`config.mk`:
```
export PLATFORM = sky130hd
export DESIGN_NAME = instr_mem_loader
export DESIGN_NICKNAME = d
export VERILOG_FILES = /design/src/rtl/instr_mem_loader_pkg.sv /design/src/rtl/instr_mem_loader_byte_packer.sv /design/src/rtl/instr_mem_loader.sv
export SDC_FILE = /design/constraint.sdc
export NUM_CORES = 1
export LEC_CHECK = 0
export BUFFER_PORTS_ARGS = -buffer_cell sky130_fd_sc_hd__buf_2
export CORE_AREA = 3 3 80 120
export DETAILED_ROUTE_END_ITERATION = 8
export DIE_AREA = 0 0 83 123
export PLACE_DENSITY = 0.74
export SLEW_MARGIN = 40
export SYNTH_ARGS = -nofsm -noshare
export SYNTH_HDL_FRONTEND = slang
export SYNTH_SLANG_ARGS = --single-unit
```
`constraint.sdc`:
```
create_clock -name clk -period 3 [get_ports clk]
set_input_delay 0.6 -clock clk [delete_from_list [all_inputs] [get_ports clk]]
set_output_delay 0.6 -clock clk [all_outputs]
set_load 0.005 [all_outputs]
```
`src/rtl/instr_mem_loader_pkg.sv`:
```
`default_nettype none
// ============================================================================
// Package : instr_loader_pkg
// Purpose : Shared types and constants for the instruction memory loader.
//           Holds the loader state encoding and the header/word byte counts.
// Revision: 1.0  initial release
// ============================================================================
package instr_loader_pkg;

  // Loader state machine encoding
  typedef enum logic [2:0] {
    ST_HDR   = 3'd0,
    ST_DATA  = 3'd1,
    ST_WRITE = 3'd2,
    ST_DONE  = 3'd3,
    ST_ERR   = 3'd4
  } state_e;

  // Header and payload words are both 4 bytes, so one packer serves both
  localparam int HDR_BYTES  = 4;
  localparam int WORD_BYTES = 4;

endpackage : instr_loader_pkg
`default_nettype wire

```
`src/rtl/instr_mem_loader_byte_packer.sv`:
```
`default_nettype none
// ============================================================================
// Module  : byte_packer
// Purpose : Assembles a little-endian 32-bit word from a stream of bytes.
//           The first byte of a word lands in bits [7:0].
// Ports   : clk, rst      - clock, asynchronous active-high reset
//           clr_i         - synchronous clear of counter and partial word
//           en_i          - a byte is accepted this cycle
//           byte_i        - accepted byte
//           word_full_o   - this byte completes a word (combinational)
//           word_o        - word including the current byte (combinational)
// Revision: 1.0  initial release
// ============================================================================
module byte_packer
  import instr_loader_pkg::*;
(
  input  logic        clk,
  input  logic        rst,
  input  logic        clr_i,
  input  logic        en_i,
  input  logic [7:0]  byte_i,
  output logic        word_full_o,
  output logic [31:0] word_o
);

  localparam logic [1:0] C_LAST_BYTE = 2'(WORD_BYTES - 1);

  logic [1:0]  cnt_q;
  logic [31:0] word_q;
  logic [31:0] word_d;

  // New bytes enter from the top, so after four shifts the first byte
  // has walked down to bits [7:0].
  assign word_d      = {byte_i, word_q[31:8]};
  assign word_o      = word_d;
  assign word_full_o = en_i && (cnt_q == C_LAST_BYTE);

  // Nothing is cleared when en_i is low, so partial words survive any gap.
  always_ff @(posedge clk or posedge rst) begin
    if (rst) begin
      cnt_q  <= 2'd0;
      word_q <= 32'd0;
    end else if (clr_i) begin
      cnt_q  <= 2'd0;
      word_q <= 32'd0;
    end else if (en_i) begin
      cnt_q  <= cnt_q + 2'd1;  // wraps to 0 after the last byte of a word
      word_q <= word_d;
    end
  end

endmodule : byte_packer
`default_nettype wire

```
`src/rtl/instr_mem_loader.sv`:
```
`default_nettype none
// ============================================================================
// Module  : instr_mem_loader
// Purpose : Receives a program as a byte stream (4-byte LE word count N,
//           then N LE words) and writes it to instruction memory at word
//           addresses 0..N-1. Holds the core in reset until the load is done.
// Ports   : clk, rst                 - clock, asynchronous active-high reset
//           in_valid/in_data/in_ready - byte stream handshake
//           reload                   - restart a load from DONE or ERR
//           mem_we/mem_addr/mem_wdata - instruction memory write port
//           core_rst                 - active-low core reset (1 = released)
//           done, error              - load complete / N exceeds DEPTH
//           words_loaded             - words written so far
// Revision: 1.0  initial release
// ============================================================================
module instr_mem_loader
  import instr_loader_pkg::*;
#(
  parameter int DEPTH  = 1024,
  parameter int ADDR_W = 10
) (
  input  logic              clk,
  input  logic              rst,
  input  logic              in_valid,
  input  logic [7:0]        in_data,
  output logic              in_ready,
  input  logic              reload,
  output logic              mem_we,
  output logic [31:0]       mem_addr,
  output logic [31:0]       mem_wdata,
  output logic              core_rst,
  output logic              done,
  output logic              error,
  output logic [ADDR_W:0]   words_loaded
);

  localparam int CNT_W = ADDR_W + 1;

  state_e            state_q, state_d;
  logic              accept;
  logic              clr;
  logic              word_full;
  logic [31:0]       word;
  logic [CNT_W-1:0]  n_q;
  logic [CNT_W-1:0]  words_loaded_q;
  logic              mem_we_q;
  logic [ADDR_W-1:0] mem_addr_q;
  logic [31:0]       mem_wdata_q;

  assign in_ready = !rst && ((state_q == ST_HDR) || (state_q == ST_DATA));
  assign accept   = in_valid && in_ready;
  assign clr      = reload && ((state_q == ST_DONE) || (state_q == ST_ERR));

  byte_packer u_packer (
    .clk         (clk),
    .rst         (rst),
    .clr_i       (clr),
    .en_i        (accept),
    .byte_i      (in_data),
    .word_full_o (word_full),
    .word_o      (word)
  );

  // State register
  always_ff @(posedge clk or posedge rst) begin
    if (rst) state_q <= ST_HDR;
    else     state_q <= state_d;
  end

  // Next-state logic
  always_comb begin
    state_d = state_q;
    case (state_q)
      ST_HDR: begin
        if (word_full) begin
          // Full 32-bit compare so counts with high bits set are rejected
          if (word == 32'd0)               state_d = ST_DONE;
          else if (word > 32'(DEPTH))      state_d = ST_ERR;
          else                             state_d = ST_DATA;
        end
      end
      ST_DATA: begin
        if (word_full) state_d = ST_WRITE;
      end
      ST_WRITE: begin
        if ((words_loaded_q + CNT_W'(1)) == n_q) state_d = ST_DONE;
        else                                     state_d = ST_DATA;
      end
      ST_DONE, ST_ERR: begin
        if (reload) state_d = ST_HDR;
      end
      default: state_d = ST_HDR;
    endcase
  end

  // Word count, header latch and registered memory-write outputs
  always_ff @(posedge clk or posedge rst) begin
    if (rst) begin
      n_q            <= '0;
      words_loaded_q <= '0;
      mem_we_q       <= 1'b0;
      mem_addr_q     <= '0;
      mem_wdata_q    <= 32'd0;
    end else begin
      // The write strobe is raised for the WRITE cycle that follows the
      // last byte of a payload word; it cannot repeat since DATA must
      // collect four fresh bytes first.
      mem_we_q <= (state_q == ST_DATA) && word_full;
      if ((state_q == ST_DATA) && word_full) begin
        mem_addr_q  <= words_loaded_q[ADDR_W-1:0];
        mem_wdata_q <= word;
      end
      // Only counts <= DEPTH ever reach DATA, so CNT_W bits hold N exactly
      if ((state_q == ST_HDR) && word_full) begin
        n_q <= word[CNT_W-1:0];
      end
      if (clr) begin
        words_loaded_q <= '0;
      end else if (state_q == ST_WRITE) begin
        words_loaded_q <= words_loaded_q + CNT_W'(1);
      end
    end
  end

  assign mem_we       = mem_we_q;
  assign mem_addr     = {{(32-ADDR_W){1'b0}}, mem_addr_q};
  assign mem_wdata    = mem_wdata_q;
  assign words_loaded = words_loaded_q;
  assign done         = (state_q == ST_DONE);
  assign error        = (state_q == ST_ERR);
  assign core_rst     = (state_q == ST_DONE);

endmodule : instr_mem_loader
`default_nettype wire

```
==> flow_metrics.env <==
export IMPL_status="complete, no violations"
export IMPL_setup_viol_count_final=0
export IMPL_fmax_ghz=0.453
export IMPL_vias_per_cell=5.40
export IMPL_root_buffer="clkbuf_16"
export IMPL_drc=0
export IMPL_worstMarginPinSlew_ns=0.779
export IMPL_syn_area_mm2=0.00419
export IMPL_crit_family="simple AND/OR/NAND/NOR gates"
export IMPL_gp_congestion=0.770
export IMPL_p_clk_share_pct=26.8
export IMPL_syn_to_final_growth_pct=17.3
export IMPL_num_rows=42
export IMPL_post_route_period_util_pct=73.6
export IMPL_layout_drive_gt1_share_pct=36.3
export IMPL_die_area_mm2=0.0102
export IMPL_p_leak_nw=2.51
export IMPL_ys_seq_area_share_pct=56.1
export IMPL_crit_arrival_ns=2.42
export IMPL_cts_buffers=9
export IMPL_start_util_pct=48.0
export IMPL_nets=418
export IMPL_use_met3_pct=4.07
export IMPL_fp_dieH_um=123
export IMPL_path_clk_slew_ns=0.06
export IMPL_vias=2795
export IMPL_period_minus_slack_ns=2.21
export IMPL_cts_tree="built"
export IMPL_cts_setup_buffers=0
export IMPL_antenna_found_initial=0
export IMPL_dp_slack_ns=0.599
export IMPL_p_int_mw=3.30
export IMPL_met1_usage_pct=18.8
export IMPL_cpPeakStageDelay_ns=0.45
export IMPL_postCtsResizedCells=0
export IMPL_design_core_area_mm2=0.00872
export IMPL_crit_type="reg -> reg"
export IMPL_dr_pass1_iters=4
export IMPL_worst_slack_ns=0.793
export IMPL_grt_pass1_vias=2773
export IMPL_hold_viol=0
export IMPL_overflow=0
export IMPL_wl_per_cell_um=16.1
export IMPL_ir_worst_vdd_uv=493
export IMPL_ys_warn_count=0
export IMPL_wl_um=8350
export IMPL_use_met2_pct=29.9
export IMPL_synth_cells=336
export IMPL_finalClockSkew_ns=0.00569
export IMPL_grt_max_degree=79
export IMPL_ys_types=45
export IMPL_clk_insertion_delay_late_ns=0.33
export IMPL_cts_sinks=94
export IMPL_synthArstFlopShare_pct=100
export IMPL_detail_route_antenna_nets=0
export IMPL_synth_seq_cells=94
export IMPL_cp_buffers_inverters=1
export IMPL_finalSetupTns_ns=0
export IMPL_combPwrFrac_pct=26.3
export IMPL_crit_chain="nor3_1 -> and2_1 -> buf_4 -> nand3_1 -> mux2_2"
export IMPL_maxSlewHeadroom_pct=48.1
export IMPL_antenna_cells=0
export IMPL_h_tree_depth=3
export IMPL_final_core_util_pct=56.3
export IMPL_syn_avg_cell_area_um2=12.5
export IMPL_seq_power_share_pct=46.9
export IMPL_cts_buffer_depth=2
export IMPL_die_w_um=83
export IMPL_power_total_mw=4.75
export IMPL_grtUsageTotal_pct=16.8
export IMPL_fill_cells=755
export IMPL_endpoint_kind="register"
export IMPL_top_usage_layer="met2"
export IMPL_rsz0062_at_grt="false"
export IMPL_postPlaceCellArea_mm2=0.00458
export IMPL_cp_slowest_cell="dfrtp_1"
export IMPL_finalMaxSlewViolations=0
export IMPL_final_cell_area_mm2=0.00491
export IMPL_cp_start_kind="register"
export IMPL_holdCritPathClass="in -> async"
export IMPL_powerDensity_mw_per_mm2=967
export IMPL_dpl_hpwl_um=6050
export IMPL_synth_edf_count=0
export IMPL_hold_buffers=0
export IMPL_synthFlopType="dfrtp_1"
export IMPL_netSwitchingFraction_pct=30.6
export IMPL_rrSetupSlack_ns=0.79
export IMPL_crit_required_ns=3.21
export IMPL_max_cap_violations=0
export IMPL_crit_fanout=29
export IMPL_pin_count=92
export IMPL_io_buffers=69
export IMPL_grt_pass1_wl_um=13600
export IMPL_drtIter0Drc=109
export IMPL_switchingPower_mw=1.45
==> per-layer routing <==
layer	vias up	share of wire (%)
li1	1306	-
met4	0	2.3
met1	1373	39
met2	102	53
met3	14	5.1
met5	-	0
==> registers in the layout, indices dropped and copies added, names as in the netlist <==
signal	cells
mem_wdata	32
u_packer.word_q	24
n_q	11
words_loaded	11
mem_addr_q	10
state_q	3
u_packer.cnt_q	2
mem_we	1
==> kinds of logic (layout without fill, tap and decap cells) <==
family,Yosys count,in the layout,synth area share [%]
AO/OA/AOI/OAI,63,63,11.0
XOR/XNOR,15,15,3.14
adder cells (fa/ha/maj),2,2,0.597
buffers and inverters,44,95,6.27
flip-flops,94,94,56.1
multiplexers,53,53,14.2
other,1,22,0.0895
AND/OR/NAND/NOR,64,64,8.51
==> synth_stat cells (all sizes together) (2+ instances only) <==
master / number / share of area, %
buf: 32 / 5.2
clkbuf: 4 / 0.36
nor4: 9 / 1.9
o21ai: 18 / 2.1
mux2: 53 / 14
nand2: 19 / 1.7
dfrtp: 94 / 56
inv: 8 / 0.72
nand2b: 2 / 0.30
nand4: 2 / 0.30
ha: 2 / 0.60
xnor2: 13 / 2.7
o31ai: 2 / 0.36
a22o: 26 / 5.4
and3: 2 / 0.36
nor3: 5 / 0.72
nand3: 7 / 1.3
a21oi: 4 / 0.48
xor2: 2 / 0.42
nor3b: 2 / 0.36
nor2: 13 / 1.2
==> stage by stage <==
stage	instances	hold WS, ns
5_1_grt	518	0.278
3_3_place_gp	503	0.466
3_5_place_dp	503	0.475
4_1_cts	518	0.269
6_report	518	0.265
2_1_floorplan	357	0.470
==> power by group through the flow <==
stage / clock [mW] / sequential [mW] / combinational, mW
3_3_place_gp: 0 / 2.23 / 1.21
2_1_floorplan: 0 / 2.11 / 0.859
3_5_place_dp: 0 / 2.25 / 1.26
5_1_grt: 1.35 / 2.31 / 1.39
6_report: 1.27 / 2.23 / 1.25
4_1_cts: 1.31 / 2.23 / 1.27
==> area by class of cell <==
| cell class | count | area [µm²] | area share [%] |
|---|---|---|---|
| clock buffers | 11 | 243 | 4.94 |
| clock inverters | 4 | 95.1 | 1.94 |
| inverters | 8 | 33.8 | 0.688 |
| multi-input cells | 219 | 1660 | 33.8 |
| flip-flops and latches | 94 | 2350 | 47.9 |
| well taps | 110 | 138 | 2.80 |
| repair buffers | 72 | 393 | 8.00 |
==> placed cells by master (no fill, tap or decap), types with 2 or more instances in the layout <==
master     count
dfrtp_1       94
buf_2         69
mux2_2        53
a22o_1        26
conb_1        22
nand2_1       19
o21ai_0       18
xnor2_1       13
nor2_1        12
clkbuf_16      9
inv_1          7
nor4_1         7
nand3_1        5
nor3_1         4
a21oi_1        4
bufinv_16      3
nor3b_1        2
nand2b_1       2
and3_2         2
o31ai_1        2
xor2_1         2
nand4_1        2
ha_1           2
buf_12         2
==> path summary, 6_finish.rpt <==
| kind | cells past startpoint | start | endpoint |
|---|---|---|---|
| min in group clk | 2 | mem_addr_q[7] | mem_addr_q[7] |
| max in group asynchronous | 3 | rst | mem_wdata[1] |
| setup reg to reg | 5 | state_q[1] | n_q[1] |
| setup / recovery | 5 | state_q[1] | n_q[1] |
| hold / removal | 2 | rst | mem_wdata[28] |
| hold reg to reg | 2 | mem_addr_q[7] | mem_addr_q[7] |
==> worst register-to-register path, stage by stage, from the launching register on <==
cell     delay [ns]
dfrtp_1        0.45
nor3_1         0.23
and2_1         0.19
buf_4          0.32
nand3_1        0.46
mux2_2         0.44
Note: power is estimated with default switching activity, not from simulation.
